`config.mk`:
```
export PLATFORM = sky130hd
export DESIGN_NAME = brnch_resolve_unit
export DESIGN_NICKNAME = d
export VERILOG_FILES = /design/src/rtl/selen_brnch_pkg.sv /design/src/rtl/brnch_bht.sv /design/src/rtl/brnch_resolve_unit.sv
export SDC_FILE = /design/constraint.sdc
export NUM_CORES = 1
export LEC_CHECK = 0
export BUFFER_PORTS_ARGS = -buffer_cell sky130_fd_sc_hd__clkbuf_2
export CORE_MARGIN = 2
export CORE_UTILIZATION = 38
export DETAILED_ROUTE_END_ITERATION = 8
export HOLD_SLACK_MARGIN = 0.1
export PLACE_DENSITY = 0.65
export SYNTH_ARGS = -nofsm -noshare
export SYNTH_HDL_FRONTEND = slang
export SYNTH_HIERARCHICAL = 1
export SYNTH_SLANG_ARGS = --single-unit
```
`constraint.sdc`:
```
create_clock -name clk -period 7.4 [get_ports clk]
set_input_delay 0.74 -clock clk [delete_from_list [all_inputs] [get_ports clk]]
set_output_delay 0.74 -clock clk [all_outputs]
set_load 0.02 [all_outputs]
```
`src/rtl/selen_brnch_pkg.sv`:
```
// rtl/selen_brnch_pkg.sv - shared constants and types for the branch resolve unit
// Contents: condition codes, FSM state encoding, BHT counter constants and the
// saturating counter step function.
package selen_brnch_pkg;

    localparam logic [2:0] COND_EQ  = 3'b000;
    localparam logic [2:0] COND_NE  = 3'b001;
    localparam logic [2:0] COND_LT  = 3'b010;
    localparam logic [2:0] COND_GE  = 3'b011;
    localparam logic [2:0] COND_LTU = 3'b100;
    localparam logic [2:0] COND_GEU = 3'b101;

    typedef enum logic [1:0] {
        ST_IDLE     = 2'b00,
        ST_RESOLVE  = 2'b01,
        ST_REDIRECT = 2'b10
    } brnch_state_e;

    localparam logic [1:0] CNT_MIN = 2'b00;
    localparam logic [1:0] CNT_WNT = 2'b01;
    localparam logic [1:0] CNT_MAX = 2'b11;

    function automatic logic [1:0] cnt_next(input logic [1:0] cnt, input logic taken);
        logic [1:0] res;
        res = cnt;
        if (taken && cnt != CNT_MAX) begin
            res = cnt + 2'd1;
        end else if (!taken && cnt != CNT_MIN) begin
            res = cnt - 2'd1;
        end
        return res;
    endfunction

endpackage

```
`src/rtl/brnch_bht.sv`:
```
// rtl/brnch_bht.sv - bimodal table of 2-bit saturating counters
// Ports: clk, rst (sync, active-high); rd_idx/rd_taken combinational lookup;
// wr_en/wr_idx/wr_taken saturating update at the clock edge.
module brnch_bht
    import selen_brnch_pkg::*;
#(
    parameter int IDX_W = 6
) (
    input  logic             clk,
    input  logic             rst,
    input  logic [IDX_W-1:0] rd_idx,
    output logic             rd_taken,
    input  logic             wr_en,
    input  logic [IDX_W-1:0] wr_idx,
    input  logic             wr_taken
);

    localparam int ENTRIES = 1 << IDX_W;

    logic [1:0] cnt_q [ENTRIES];
    logic [1:0] cnt_d [ENTRIES];

    // Read uses the registered array only, so a same-cycle write is not visible.
    assign rd_taken = cnt_q[rd_idx][1];

    always_comb begin
        cnt_d = cnt_q;
        if (wr_en) begin
            cnt_d[wr_idx] = cnt_next(cnt_q[wr_idx], wr_taken);
        end
    end

    always_ff @(posedge clk) begin
        if (rst) begin
            for (int i = 0; i < ENTRIES; i++) begin
                cnt_q[i] <= CNT_WNT;
            end
        end else begin
            cnt_q <= cnt_d;
        end
    end

endmodule

```
`src/rtl/brnch_resolve_unit.sv`:
```
// rtl/brnch_resolve_unit.sv - branch condition resolve, mispredict redirect and BHT owner
// Ports: clk, rst (sync, active-high); ex_* branch input with valid/ready;
// redirect_* handshake to fetch plus flush pulse; if_pc/if_pred_taken BHT lookup.
// Optional BRNCH_STAT_EN adds saturating stat_branches / stat_mispred counters.
module brnch_resolve_unit
    import selen_brnch_pkg::*;
#(
    parameter int XLEN      = 32,
    parameter int BHT_IDX_W = 6,
    parameter int PC_LSB    = 2
) (
    input  logic            clk,
    input  logic            rst,
    input  logic            ex_valid,
    output logic            ex_ready,
    input  logic [XLEN-1:0] ex_pc,
    input  logic [XLEN-1:0] ex_op_a,
    input  logic [XLEN-1:0] ex_op_b,
    input  logic [2:0]      ex_cond,
    input  logic [XLEN-1:0] ex_target,
    input  logic            ex_pred_taken,
    output logic            redirect_valid,
    input  logic            redirect_ready,
    output logic [XLEN-1:0] redirect_pc,
    output logic            flush,
    input  logic [XLEN-1:0] if_pc,
    output logic            if_pred_taken
`ifdef BRNCH_STAT_EN
    ,
    output logic [31:0]     stat_branches,
    output logic [31:0]     stat_mispred
`endif
);

    brnch_state_e    state_q, state_d;
    logic [XLEN-1:0] pc_q, pc_d;
    logic [XLEN-1:0] op_a_q, op_a_d;
    logic [XLEN-1:0] op_b_q, op_b_d;
    logic [2:0]      cond_q, cond_d;
    logic [XLEN-1:0] target_q, target_d;
    logic            pred_q, pred_d;
    logic [XLEN-1:0] redirect_pc_q, redirect_pc_d;

    logic            in_resolve;
    logic            taken;
    logic            cond_legal;
    logic            mispredict;
    logic            accept;
    logic [XLEN-1:0] next_pc;
    logic            unused_if_pc;

    assign unused_if_pc = ^if_pc;

    always_comb begin
        taken = 1'b0;
        case (cond_q)
            COND_EQ:  taken = (op_a_q == op_b_q);
            COND_NE:  taken = (op_a_q != op_b_q);
            COND_LT:  taken = ($signed(op_a_q) <  $signed(op_b_q));
            COND_GE:  taken = ($signed(op_a_q) >= $signed(op_b_q));
            COND_LTU: taken = (op_a_q <  op_b_q);
            COND_GEU: taken = (op_a_q >= op_b_q);
            default:  taken = 1'b0;
        endcase
    end

    assign cond_legal = (cond_q[2:1] != 2'b11);
    assign in_resolve = (state_q == ST_RESOLVE);
    assign mispredict = taken ^ pred_q;
    assign next_pc    = taken ? target_q : pc_q + XLEN'(4);

    // Gated by rst so a reset landing in REDIRECT can never complete a handshake.
    assign redirect_valid = !rst && ((in_resolve && mispredict) || (state_q == ST_REDIRECT));
    assign redirect_pc    = in_resolve ? next_pc : redirect_pc_q;
    assign flush          = redirect_valid && redirect_ready;
    assign ex_ready       = (state_q == ST_IDLE) || (in_resolve && !mispredict);
    assign accept         = ex_valid && ex_ready;

    always_comb begin
        state_d       = state_q;
        pc_d          = pc_q;
        op_a_d        = op_a_q;
        op_b_d        = op_b_q;
        cond_d        = cond_q;
        target_d      = target_q;
        pred_d        = pred_q;
        redirect_pc_d = redirect_pc_q;

        case (state_q)
            ST_IDLE: begin
                if (accept) state_d = ST_RESOLVE;
            end
            ST_RESOLVE: begin
                if (mispredict) begin
                    redirect_pc_d = next_pc;
                    state_d       = flush ? ST_IDLE : ST_REDIRECT;
                end else begin
                    state_d = accept ? ST_RESOLVE : ST_IDLE;
                end
            end
            ST_REDIRECT: begin
                if (flush) state_d = ST_IDLE;
            end
            default: state_d = ST_IDLE;
        endcase

        if (accept) begin
            pc_d     = ex_pc;
            op_a_d   = ex_op_a;
            op_b_d   = ex_op_b;
            cond_d   = ex_cond;
            target_d = ex_target;
            pred_d   = ex_pred_taken;
        end
    end

    always_ff @(posedge clk) begin
        if (rst) begin
            state_q       <= ST_IDLE;
            pc_q          <= '0;
            op_a_q        <= '0;
            op_b_q        <= '0;
            cond_q        <= COND_EQ;
            target_q      <= '0;
            pred_q        <= 1'b0;
            redirect_pc_q <= '0;
        end else begin
            state_q       <= state_d;
            pc_q          <= pc_d;
            op_a_q        <= op_a_d;
            op_b_q        <= op_b_d;
            cond_q        <= cond_d;
            target_q      <= target_d;
            pred_q        <= pred_d;
            redirect_pc_q <= redirect_pc_d;
        end
    end

    brnch_bht #(
        .IDX_W (BHT_IDX_W)
    ) u_bht (
        .clk      (clk),
        .rst      (rst),
        .rd_idx   (if_pc[PC_LSB +: BHT_IDX_W]),
        .rd_taken (if_pred_taken),
        .wr_en    (in_resolve && cond_legal),
        .wr_idx   (pc_q[PC_LSB +: BHT_IDX_W]),
        .wr_taken (taken)
    );

`ifdef BRNCH_STAT_EN
    logic [31:0] stat_branches_q, stat_branches_d;
    logic [31:0] stat_mispred_q, stat_mispred_d;

    always_comb begin
        stat_branches_d = stat_branches_q;
        stat_mispred_d  = stat_mispred_q;
        if (in_resolve && stat_branches_q != 32'hFFFF_FFFF) begin
            stat_branches_d = stat_branches_q + 32'd1;
        end
        if (in_resolve && mispredict && stat_mispred_q != 32'hFFFF_FFFF) begin
            stat_mispred_d = stat_mispred_q + 32'd1;
        end
    end

    always_ff @(posedge clk) begin
        if (rst) begin
            stat_branches_q <= '0;
            stat_mispred_q  <= '0;
        end else begin
            stat_branches_q <= stat_branches_d;
            stat_mispred_q  <= stat_mispred_d;
        end
    end

    assign stat_branches = stat_branches_q;
    assign stat_mispred  = stat_mispred_q;
`endif

endmodule
```
==> flow_summary.json <==
{
  "dp_slack_ns": 2.27,
  "synth_edf_count": 0,
  "wire_per_inst_um": 18.1,
  "yosys.area.top_type_share": 0.383,
  "clockBufferDepth": 3,
  "pin_count": 204,
  "cts_buffers": 35,
  "cts_resized": 0,
  "vias_per_cell": 5.57,
  "crit_path_frequent_cell": "buf_4",
  "hold_class": "in -> reg",
  "r2r_cells": 15,
  "skew_ns": 0.0292,
  "dr.first_iter.drc_count": 1163,
  "grt_max_degree": 188,
  "overflow": 0,
  "synthCells": 1771,
  "timing.rr.start": "op_b_q[7]",
  "synthArstFlopShare": 0,
  "syn2layout_area_growth_pct": 15.0,
  "rows": 73,
  "finalPower_mw": 4.42,
  "via_count": 13521,
  "drv_slew": 0,
  "max-vdd-ir-drop_mv": 0.135,
  "utilization": 0.444,
  "syn_avg_cell_area_um2": 8.68,
  "setup.worst_path.end_class": "output pin",
  "critPathMaxFanout": 82,
  "cts_tree": "yes",
  "yosysSeqAreaShare": 0.383,
  "hold_viol": 0,
  "crit_path_cell_trace": "inv_1 > ha_1 > a21oi_1 > o21ai_0 > a221o_1 > o31a_1 > o311a_1 > a211o_4 > a21oi_4 > buf_4 > buf_4 > nand3_1 > o311ai_0 > clkbuf_2",
  "critPathSlowestCell": "buf_4",
  "core_area_mm2": 0.0398,
  "fmax_mhz": 176,
  "clock_latency_ns": 0.57,
  "clk_pin_slew_ns": 0.06,
  "setup_ws_ns": 1.72,
  "critical_path.max_stage_delay_ns": 0.66,
  "syn_area_mm2": 0.0154,
  "route.detailed.drc": 0,
  "port_buffers": 177,
  "synth_nets": 1974,
  "wl_mm": 44.0,
  "ys_types": 68,
  "place_congestion": 0.863,
  "worstSetupStartpointType": "register",
  "synth.largest_area_cell": "dfxtp_1",
  "fin_crit_sh": 0.768,
  "max_cap_viol_count": 0,
  "die_width_um": 205,
  "finalNetCount": 2076,
  "synth_area_leaders": "dfxtp_1 (38%), nand2_1 (9.4%), mux2i_1 (9.1%)",
  "p_per_area_mw_per_mm2": 250,
  "cts_hold_buf": 0,
  "outcome": "finished, final reports clean",
  "synth-seq-cells": 294,
  "ant_nets": 0,
  "startpoint": "op_b_q[7]",
  "setup_violations": 0,
  "antenna_found_initial": 1,
  "relSlewSlack": 0.166,
  "synth-main-ff-cell": "dfxtp_1",
  "grt_pass1_wl_mm": 69.3,
  "numClockSinks": 294,
  "postCtsSetupRepairBufs": 0,
  "fin_crit_ns": 5.68,
  "grt_usage": 0.207,
  "crit_arrival_ns": 4.94,
  "grt_setup_unrepaired": "false",
  "start_util": 0.386,
  "yosys_warnings": 6,
  "tightest_slew_ns": 1.25,
  "power.leakage_nw": 7.12,
  "cts_root_buf": "clkbuf_16",
  "firstDrtPassIters": 5,
  "htreeDepth": 2,
  "r2r_end": "u_bht/cnt_q[36]",
  "die-height_um": 205,
  "reg2reg_slack_ns": 2.33,
  "grt_pass1_vias": 12909,
  "dieArea_mm2": 0.0421,
  "timing.hold.ws_ns": 0.359,
  "drive_gt1_frac": 0.202,
  "crit_type": "reg -> out",
  "place_hpwl_mm": 29.0,
  "endpoint": "redirect_pc[11]",
  "required_ns": 6.66,
  "setup_tns_ns": 0
}
[power by group]
part,switching (mW),leakage [nW],internal (mW)
sequential,0.0761,2.40,1.66
combinational,0.570,4.11,0.266
clock,0.721,0.608,1.12
[worst min path at each step]
stage / start / endpoint / slack, ns / cells past startpoint
after floorplan: u_bht/cnt_q[68] / u_bht/cnt_q[68] / 0.43 / 2
after global placement: redirect_pc_q[20] / redirect_pc_q[20] / 0.44 / 1
after detailed placement: op_b_q[8] / op_b_q[8] / 0.45 / 2
after CTS: redirect_ready / state_q[1] / 0.33 / 2
after global routing: redirect_ready / state_q[1] / 0.35 / 2
final: redirect_ready / state_q[1] / 0.36 / 2
[state kept, by name (all words and copies together) (netlist names)]
signal and count:
u_bht/cnt_q 128, op_a_q 32, op_b_q 32, pc_q 32, redirect_pc_q 32, target_q 32, cond_q 3, state_q 2
pred_q 1
[cells in the final DEF, fill, tap and decap left out, types with 6 or more instances in the layout]
| cell type | Yosys | layout |
|---|---|---|
| nor2b_1 | 7 | 7 |
| clkbuf_2 | 0 | 177 |
| a21oi_1 | 87 | 86 |
| a211o_1 | 21 | 21 |
| nand3_1 | 116 | 116 |
| mux2i_1 | 140 | 140 |
| o21ai_1 | 22 | 22 |
| clkbuf_1 | 75 | 7 |
| o41ai_1 | 6 | 6 |
| nor2_1 | 34 | 32 |
| clkbuf_8 | 0 | 10 |
| a211o_2 | 8 | 8 |
| inv_1 | 48 | 47 |
| dfxtp_1 | 294 | 292 |
| a221oi_1 | 12 | 12 |
| nor3_1 | 48 | 45 |
| nand4_1 | 16 | 16 |
| o311ai_0 | 28 | 28 |
| o21ai_0 | 55 | 55 |
| o21ai_2 | 60 | 60 |
| buf_4 | 5 | 20 |
| and3_1 | 37 | 37 |
| xnor2_1 | 13 | 13 |
| xor2_1 | 17 | 16 |
| a22oi_1 | 13 | 13 |
| a211oi_1 | 6 | 6 |
| ha_1 | 35 | 35 |
| nand2_1 | 386 | 386 |
| clkbuf_16 | 0 | 35 |
| nor3b_1 | 13 | 13 |
| a32oi_1 | 6 | 6 |
| mux4_2 | 30 | 30 |
[kinds of logic (layout without fill, tap and decap cells)]
family / after synthesis / after routing / synth area share
AND/OR/NAND/NOR: 687 / 687 / 0.202
AO/OA/AOI/OAI: 365 / 365 / 0.170
flip-flops: 294 / 294 / 0.383
buffers and inverters: 183 / 312 / 0.0588
multiplexers: 177 / 177 / 0.140
adder cells (fa/ha/maj): 35 / 35 / 0.0285
XOR/XNOR: 30 / 30 / 0.0171
other: 0 / 1 / 0
[cells in the mapped netlist (7+ instances only)]
library cell	number
nand2_1	386
dfxtp_1	294
mux2i_1	140
nand3_1	116
a21oi_1	87
clkbuf_1	75
o21ai_2	60
o21ai_0	55
inv_1	48
nor3_1	48
and3_1	37
ha_1	35
nor2_1	34
mux4_2	30
o311ai_0	28
buf_2	26
o21ai_1	22
a211o_1	21
buf_6	19
xor2_1	17
nand4_1	16
a22oi_1	13
nor3b_1	13
xnor2_1	13
a221oi_1	12
a211o_2	8
nor2b_1	7
[cell type report]
cell class | instances | area, µm²
antenna | 1 | 2.50
clock buffer | 52 | 1040
clock inverter | 12 | 196
fill | 3891 | 22200
inverter | 50 | 195
multi-input combinational | 1294 | 8640
sequential | 294 | 5890
tap | 525 | 657
timing repair buffer | 198 | 1060
[per-stage QoR]
step | std cells | area (µm²)
floorplan | 1771 | 15400
global placement | 2361 | 16400
detailed placement | 2361 | 16400
CTS | 2425 | 17700
global route | 2426 | 17700
finish | 2426 | 17700
[routing by layer]
layer | track usage | share of wire | up-vias
met4 | 0.0789 | 0.034 | 0
met3 | 0.0412 | 0.072 | 98
met1 | 0.275 | 0.44 | 6387
met2 | 0.329 | 0.45 | 476
met5 | 0 | 0 | -
li1 | - | - | 6560
[worst max-delay path: cells and delay by family (launching register included)]
family                     cells  cell delay [ns]
buffers and inverters          4             1.44
adders and majority gates      1             0.30
AOI/OAI and AO/OA              8             2.18
and+or+nand+nor                1             0.14
DFF                            1             0.33
No activity file was read; power rests on OpenSTA's default activity.
